[src/rtl/dlo_ctrl_pkg.sv]
// Shared types and default sizing for the dual-rail (DLO) evaluate sequencer.
package dlo_ctrl_pkg;

  localparam int W_DEF       = 8;
  localparam int PRE_CYC_DEF = 2;
  localparam int TMO_DEF     = 15;
  localparam int CNT_W       = 8;
  localparam int PRE_CNT_W   = 4;

  typedef enum logic [1:0] {
    IDLE = 2'd0,
    PRE  = 2'd1,
    EVAL = 2'd2,
    RESP = 2'd3
  } state_e;

endpackage

[src/rtl/dlo_rr_arb2.sv]
// Two-way round-robin arbiter; on a tie the requester that did not win the last grant wins.
module dlo_rr_arb2 (
  input  logic       CP,
  input  logic       CDN,
  input  logic [1:0] req_i,
  input  logic       adv_i,
  output logic [1:0] gnt_o,
  output logic       gnt_id_o
);

  logic prio_q, prio_d;

  always_comb begin
    gnt_id_o = 1'b0;
    if (req_i == 2'b11) begin
      gnt_id_o = prio_q;
    end else if (req_i[1]) begin
      gnt_id_o = 1'b1;
    end
    gnt_o = 2'b00;
    if (req_i != 2'b00) begin
      gnt_o = gnt_id_o ? 2'b10 : 2'b01;
    end
    prio_d = prio_q;
    if (adv_i && (req_i != 2'b00)) begin
      prio_d = ~gnt_id_o;
    end
  end

  always_ff @(posedge CP or negedge CDN) begin
    if (!CDN) begin
      prio_q <= 1'b0;
    end else begin
      prio_q <= prio_d;
    end
  end

endmodule

[src/rtl/dlo_eval_sequencer.sv]
// Precharge/evaluate sequencer for a W-slice dual-rail DLO datapath shared by two requesters.
module dlo_eval_sequencer
  import dlo_ctrl_pkg::*;
#(
  parameter int W       = W_DEF,
  parameter int PRE_CYC = PRE_CYC_DEF,
  parameter int TMO     = TMO_DEF
) (
  input  logic           CP,
  input  logic           CDN,
  input  logic [1:0]     req_valid,
  output logic [1:0]     req_ready,
  input  logic [2*W-1:0] req_a,
  input  logic [2*W-1:0] req_b,
  output logic           dlo_en,
  output logic [W-1:0]   dlo_a,
  output logic [W-1:0]   dlo_b,
  input  logic [W-1:0]   dlo_z1,
  input  logic [W-1:0]   dlo_z2,
  output logic           rsp_valid,
  input  logic           rsp_ready,
  output logic [W-1:0]   rsp_data,
  output logic           rsp_id,
  output logic           rsp_err
);

  localparam logic [PRE_CNT_W-1:0] PRE_LAST = PRE_CNT_W'(PRE_CYC - 1);
  localparam logic [CNT_W-1:0]     TMO_LAST = CNT_W'(TMO - 1);

  // Reset asserts immediately but deasserts on a clock edge, so no flop sees a runt release.
  logic [1:0] rst_sync_q;
  logic       rst_n;

  always_ff @(posedge CP or negedge CDN) begin
    if (!CDN) begin
      rst_sync_q <= 2'b00;
    end else begin
      rst_sync_q <= {rst_sync_q[0], 1'b1};
    end
  end

  assign rst_n = rst_sync_q[1];

  state_e                 state_q, state_d;
  logic [PRE_CNT_W-1:0]   pre_cnt_q, pre_cnt_d;
  logic [CNT_W-1:0]       eval_cnt_q, eval_cnt_d;
  logic [W-1:0]           a_q, a_d, b_q, b_d;
  logic [W-1:0]           data_q, data_d;
  logic                   id_q, id_d;
  logic                   err_q, err_d;
  logic                   dlo_en_q, dlo_en_d;
  logic                   rsp_valid_q, rsp_valid_d;

  logic [1:0]             gnt;
  logic                   gnt_id;
  logic                   arb_adv;

  dlo_rr_arb2 u_arb (
    .CP       (CP),
    .CDN      (rst_n),
    .req_i    (req_valid),
    .adv_i    (arb_adv),
    .gnt_o    (gnt),
    .gnt_id_o (gnt_id)
  );

  // A slice has resolved when its rails differ; both rails high is an illegal cell state.
  logic [W-1:0] bit_done;
  logic [W-1:0] bit_clash;
  logic         word_done;
  logic         any_clash;

  for (genvar gi = 0; gi < W; gi++) begin : g_bit
    assign bit_done[gi]  = dlo_z1[gi] ^ dlo_z2[gi];
    assign bit_clash[gi] = dlo_z1[gi] & dlo_z2[gi];
  end

  assign word_done = &bit_done;
  assign any_clash = |bit_clash;

  always_comb begin
    state_d    = state_q;
    pre_cnt_d  = pre_cnt_q;
    eval_cnt_d = eval_cnt_q;
    a_d        = a_q;
    b_d        = b_q;
    id_d       = id_q;
    data_d     = data_q;
    err_d      = err_q;
    req_ready  = 2'b00;
    arb_adv    = 1'b0;

    unique case (state_q)
      IDLE: begin
        if (rst_n && (gnt != 2'b00)) begin
          req_ready = gnt;
          arb_adv   = 1'b1;
          a_d       = gnt_id ? req_a[2*W-1:W] : req_a[W-1:0];
          b_d       = gnt_id ? req_b[2*W-1:W] : req_b[W-1:0];
          id_d      = gnt_id;
          pre_cnt_d = '0;
          state_d   = PRE;
        end
      end
      PRE: begin
        if (pre_cnt_q == PRE_LAST) begin
          eval_cnt_d = '0;
          state_d    = EVAL;
        end else begin
          pre_cnt_d = pre_cnt_q + 1'b1;
        end
      end
      EVAL: begin
        eval_cnt_d = eval_cnt_q + 1'b1;
        // A rail clash outranks a completed word; a timeout only fires if nothing resolved.
        if (any_clash || (!word_done && (eval_cnt_q == TMO_LAST))) begin
          data_d  = '0;
          err_d   = 1'b1;
          state_d = RESP;
        end else if (word_done) begin
          data_d  = dlo_z1;
          err_d   = 1'b0;
          state_d = RESP;
        end
      end
      RESP: begin
        if (rsp_ready) begin
          state_d = IDLE;
        end
      end
      default: state_d = IDLE;
    endcase

    dlo_en_d    = (state_d == EVAL);
    rsp_valid_d = (state_d == RESP);
  end

  always_ff @(posedge CP or negedge rst_n) begin
    if (!rst_n) begin
      state_q     <= IDLE;
      pre_cnt_q   <= '0;
      eval_cnt_q  <= '0;
      a_q         <= '0;
      b_q         <= '0;
      id_q        <= 1'b0;
      data_q      <= '0;
      err_q       <= 1'b0;
      dlo_en_q    <= 1'b0;
      rsp_valid_q <= 1'b0;
    end else begin
      state_q     <= state_d;
      pre_cnt_q   <= pre_cnt_d;
      eval_cnt_q  <= eval_cnt_d;
      a_q         <= a_d;
      b_q         <= b_d;
      id_q        <= id_d;
      data_q      <= data_d;
      err_q       <= err_d;
      dlo_en_q    <= dlo_en_d;
      rsp_valid_q <= rsp_valid_d;
    end
  end

  assign dlo_en    = dlo_en_q;
  assign dlo_a     = a_q;
  assign dlo_b     = b_q;
  assign rsp_valid = rsp_valid_q;
  assign rsp_data  = data_q;
  assign rsp_id    = id_q;
  assign rsp_err   = err_q;

endmodule

[config.mk]
export PLATFORM = sky130hd
export DESIGN_NAME = dlo_eval_sequencer
export DESIGN_NICKNAME = d
export VERILOG_FILES = /design/src/rtl/dlo_ctrl_pkg.sv /design/src/rtl/dlo_rr_arb2.sv /design/src/rtl/dlo_eval_sequencer.sv
export SDC_FILE = /design/constraint.sdc
export NUM_CORES = 1
export LEC_CHECK = 0
export CAP_MARGIN = 20
export CORE_UTILIZATION = 44
export CTS_CLUSTER_DIAMETER = 120
export DETAILED_ROUTE_END_ITERATION = 16
export PLACE_DENSITY = 0.84
export REMOVE_ABC_BUFFERS = 1
export SYNTH_ARGS = -nofsm -noshare
export SYNTH_HDL_FRONTEND = slang
export SYNTH_SLANG_ARGS = --single-unit
[constraint.sdc]
create_clock -name CP -period 3.1 [get_ports CP]
set_input_delay 0.775 -clock CP [delete_from_list [all_inputs] [get_ports CP]]
set_output_delay 0.775 -clock CP [all_outputs]
set_load 0.01 [all_outputs]
==> run summary <==
Derived from the worst setup path, the maximum achievable clock frequency is 332 MHz. At the pin with the least slew margin, the transition time is 596 ps. The clock slew seen by the registers of the worst setup and hold paths is 80 ps, and the worst hold margin is 111 ps.

The post-synthesis adder-cell area fraction is 6.87%. By area, the combinational part of the netlist is dominated by simple AND/OR/NAND/NOR gates. The run finished with clean final reports. The run gives 1803 as the via count of the first global-routing pass.

The worst hold path belongs to the class flop to async pin. Number of clock sinks: 45. The tools report the number of search-and-repair iterations in the first detailed-routing pass as 4. Busiest layer in global routing: met2. Xor and xnor fraction of the mapped netlist area: 0.801%. The path depth of the worst reg2reg path works out to 6. The ratio of cells with drive above 1 in the final layout is 7.39%. Once detail routing completed, the nets flagged for antenna violations numbered 0. The sort of element at the end of the critical path is an output port. After detailed routing, the average wire length per cell comes to 14.3 um. Excluding fillers, the count of instances in the completed layout stands at 351.

The overall die area was 5250 um2. The logs give 1.42 nW for the leakage component of the power and 70.8 ps for the worst slack at placement. Violation count after the first detailed-route iteration: 103.

For this run, design rule violations remaining after detail routing come to 0. Global routing used 6.67% of the available met3 tracks. The setup path with the least slack is of type input port to output port. For met1 alone, demand over resource in global routing was 24.5%.

The count of buffers from port buffering is 82. For this design the ratio of total power to cell area is 711 nW/um2. The most critical setup path has its startpoint at req_valid[0]. The cell count after synthesis was 197. The basic-gate share of the synthesized area counting and, or, nand and nor cells was 14.9%; the hold buffer count at CTS was 0. In this run, synthesis produced a sequential element count of 45. The run gives 3.81 mm as the total half-perimeter wirelength after legalization and detailed placement.

For this configuration, the core starts out at a cell density of 46.0%. From synthesis to final layout, the design area changed by 46.8%. The total number of H-tree levels was 2. Yosys instantiated no cell more often than sky130_fd_sc_hd__dfrtp_1. The netlist uses 37 different library cells.

The fraction of post-synthesis cell area in the top cell type by area is 51.5%. The count of warnings emitted by yosys is 0. Ranked by total cell area, the synthesized netlist is headed by sky130_fd_sc_hd__dfrtp_1, sky130_fd_sc_hd__mux2i_1, sky130_fd_sc_hd__ha_1, sky130_fd_sc_hd__a21oi_1, sky130_fd_sc_hd__nor2_1. The share of cell area taken by muxes after synthesis was 8.24%. The sum of negative setup slack is 0 ps, and the slack of the critical path is 89.0 ps.

The tools report the insertion delay to the later sink of the worst-skew pair as 300 ps. The worst-case IR drop observed on VDD is 508 uV. Buffers inserted during clock tree synthesis total 5.

The region available for standard cell placement spans 4750 um2. The relative slew slack is 60.2%, and the placed instance count is 343. Summing over every cut layer, the via total after detailed routing is 1778. After floorplanning, the core was divided into 25 placement rows.

The total of cells resized after clock tree synthesis is 0, and the met2 track demand over resource is 36.3%. Number of endpoints with negative hold slack in the final report: 0. Sequential cells were found to cover 51.5% of the synthesized design area. The setup check on the worst reg-to-reg path leaves a slack of 1320 ps.

Entering global routing, the biggest net connects 38 pins. The routed design has 5.02 mm of wire. The critical-path maximum fanout came out at 4.

The run gives 0 as the number of antenna violations at the first check in global routing. Count of flip-flops with a built-in enable after synthesis: 0. Global routing consumed, over all layers together, 20.8% of the routing resources. CTS placed an instance of sky130_fd_sc_hd__clkbuf_8 at the clock tree root. The final layout contains 348 nets.

In this run the critical register-to-register path is captured at rsp_data[1]. After synthesis, the mean cell area works out to 11.1 um2. After synthesis, the most frequently instantiated cells are sky130_fd_sc_hd__dfrtp_1, sky130_fd_sc_hd__nor2_1, sky130_fd_sc_hd__a21oi_1.

TritonCTS built the clock tree. The die outline height was 72.5 um; the via density per instance was 5.07. The number of fill cells in the layout is 411.

Setup violations remaining at the end of the flow were counted as 0. The worst-case clock buffer depth came out at 2. The cell area that synthesis handed to floorplanning was 2190 um2.

The max capacitance violation total is 0. Subtracting the final worst setup slack from the clock period gives 3010 ps. After routing the design area is 3210 um2. The first global-routing pass estimated 8.27 mm of wire. On the final layout, the worst clock skew is 2.03 ps. X dimension of the die: 72.5 um. The data required time of the critical path was 2320 ps; the antenna diode count was 0. The tools report the number of pins with negative max-slew slack in the final report as 0.

Setup repair after global routing left no endpoint under its margin. The worst register-to-register path begins at eval_cnt_q[0]. Endpoint of the worst setup timing path: req_ready[0]. Summing the areas of all compound-gate instances in the mapped netlist gives 14.6% of the synthesized area.

STA classifies the critical path startpoint as an input port. In this run the cell area measured after placement is 3090 um2. The total overflow reported by the global router is 0, and the share of the cycle needed by the critical path after routing is 97.1%. The proportion of synthesized flip-flops having asynchronous set or reset was 100%. The most instantiated flip-flop cell in the synthesis netlist is sky130_fd_sc_hd__dfrtp_1. Most area-hungry cell type in the Yosys netlist: sky130_fd_sc_hd__dfrtp_1. The worst endpoint data arrival time is 2240 ps, and the final weighted congestion in routability-driven placement is 0.757. For the count of buffers added by post-CTS timing repair for setup, the log shows 0.

Pin placement for this block handled 83 I/O pins.
==> critical path, cell delays in order <==
cell	delay, ps
sky130_fd_sc_hd__clkdlybuf4s50_1	500
sky130_fd_sc_hd__inv_1	60
sky130_fd_sc_hd__o21ai_2	190
sky130_fd_sc_hd__and2_1	150
sky130_fd_sc_hd__clkdlybuf4s50_1	550
==> where the power goes <==
group / switching [mW] / internal, mW / total (mW) / leakage (nW)
clock network: 0.201 / 0.262 / 0.463 / 0.0574
logic: 0.437 / 0.480 / 0.917 / 0.809
registers: 0.133 / 0.770 / 0.903 / 0.554
==> cells in the final DEF (no fill, tap or decap), types with 4 or more instances in the layout <==
master / synthesis / final
sky130_fd_sc_hd__nand2_1: 9 / 9
sky130_fd_sc_hd__inv_1: 5 / 5
sky130_fd_sc_hd__clkbuf_8: 0 / 6
sky130_fd_sc_hd__buf_4: 2 / 5
sky130_fd_sc_hd__mux2i_1: 18 / 18
sky130_fd_sc_hd__clkdlybuf4s50_1: 0 / 82
sky130_fd_sc_hd__ha_1: 12 / 12
sky130_fd_sc_hd__nand4_1: 5 / 5
sky130_fd_sc_hd__a21oi_1: 20 / 20
sky130_fd_sc_hd__dfrtp_1: 45 / 44
sky130_fd_sc_hd__nand3_1: 4 / 4
sky130_fd_sc_hd__a22o_1: 8 / 8
sky130_fd_sc_hd__o21ai_0: 9 / 8
sky130_fd_sc_hd__nor2_1: 26 / 26
==> logic make-up after synthesis <==
group | Yosys count
compound gates | 47
other cells | 1
simple gates | 59
xor+xnor | 2
buf+inv | 13
flops | 45
fa+ha+maj | 12
mux | 18
==> sequential cells by signal, indices dropped and copies added (netlist names) <==
signal	cells
u_arb.prio_q	1
dlo_b	8
dlo_a	8
state_q	2
dlo_en	1
pre_cnt_q	4
eval_cnt_q	8
rsp_data	8
rsp_id	1
rst_sync_q	2
rsp_valid	1
rsp_err	1
==> through the flow <==
stage	power, mW	util [%]
final	2.28	67.5
after global routing	2.44	67.5
after CTS	2.30	67.5
after detailed placement	1.83	65.0
after global placement	1.78	65.0
after floorplan	1.36	-
==> cell type report <==
type | instances | area (um2) | share of cell area [%]
Inverter | 5 | 18.8 | 0.585
Sequential cell | 45 | 1130 | 35.1
Timing Repair Buffer | 87 | 858 | 26.7
Tap cell | 67 | 83.8 | 2.61
Clock inverter | 2 | 37.5 | 1.17
Multi-Input combinational cell | 139 | 1000 | 31.2
Clock buffer | 6 | 82.6 | 2.57
==> worst min path at each step <==
stage                        startpoint  cells past startpoint       endpoint
after floorplan           rst_sync_q[0]                      0  rst_sync_q[1]
after global placement    rst_sync_q[1]                      0       dlo_a[4]
after detailed placement  rst_sync_q[1]                      0       dlo_a[4]
after CTS                 rst_sync_q[1]                      0       dlo_b[2]
after global routing      rst_sync_q[1]                      0       dlo_b[2]
final                     rst_sync_q[1]                      0       dlo_a[4]
==> per-layer routing <==
metal  vias up  wire length [um]  share of wire, %
met2        63              2590                52
met4         0                48              0.96
li1        873                 -                 -
met1       837              2060                41
met5         -                 0                 0
met3         5               320               6.4
Power figures use the tool's default switching activity.
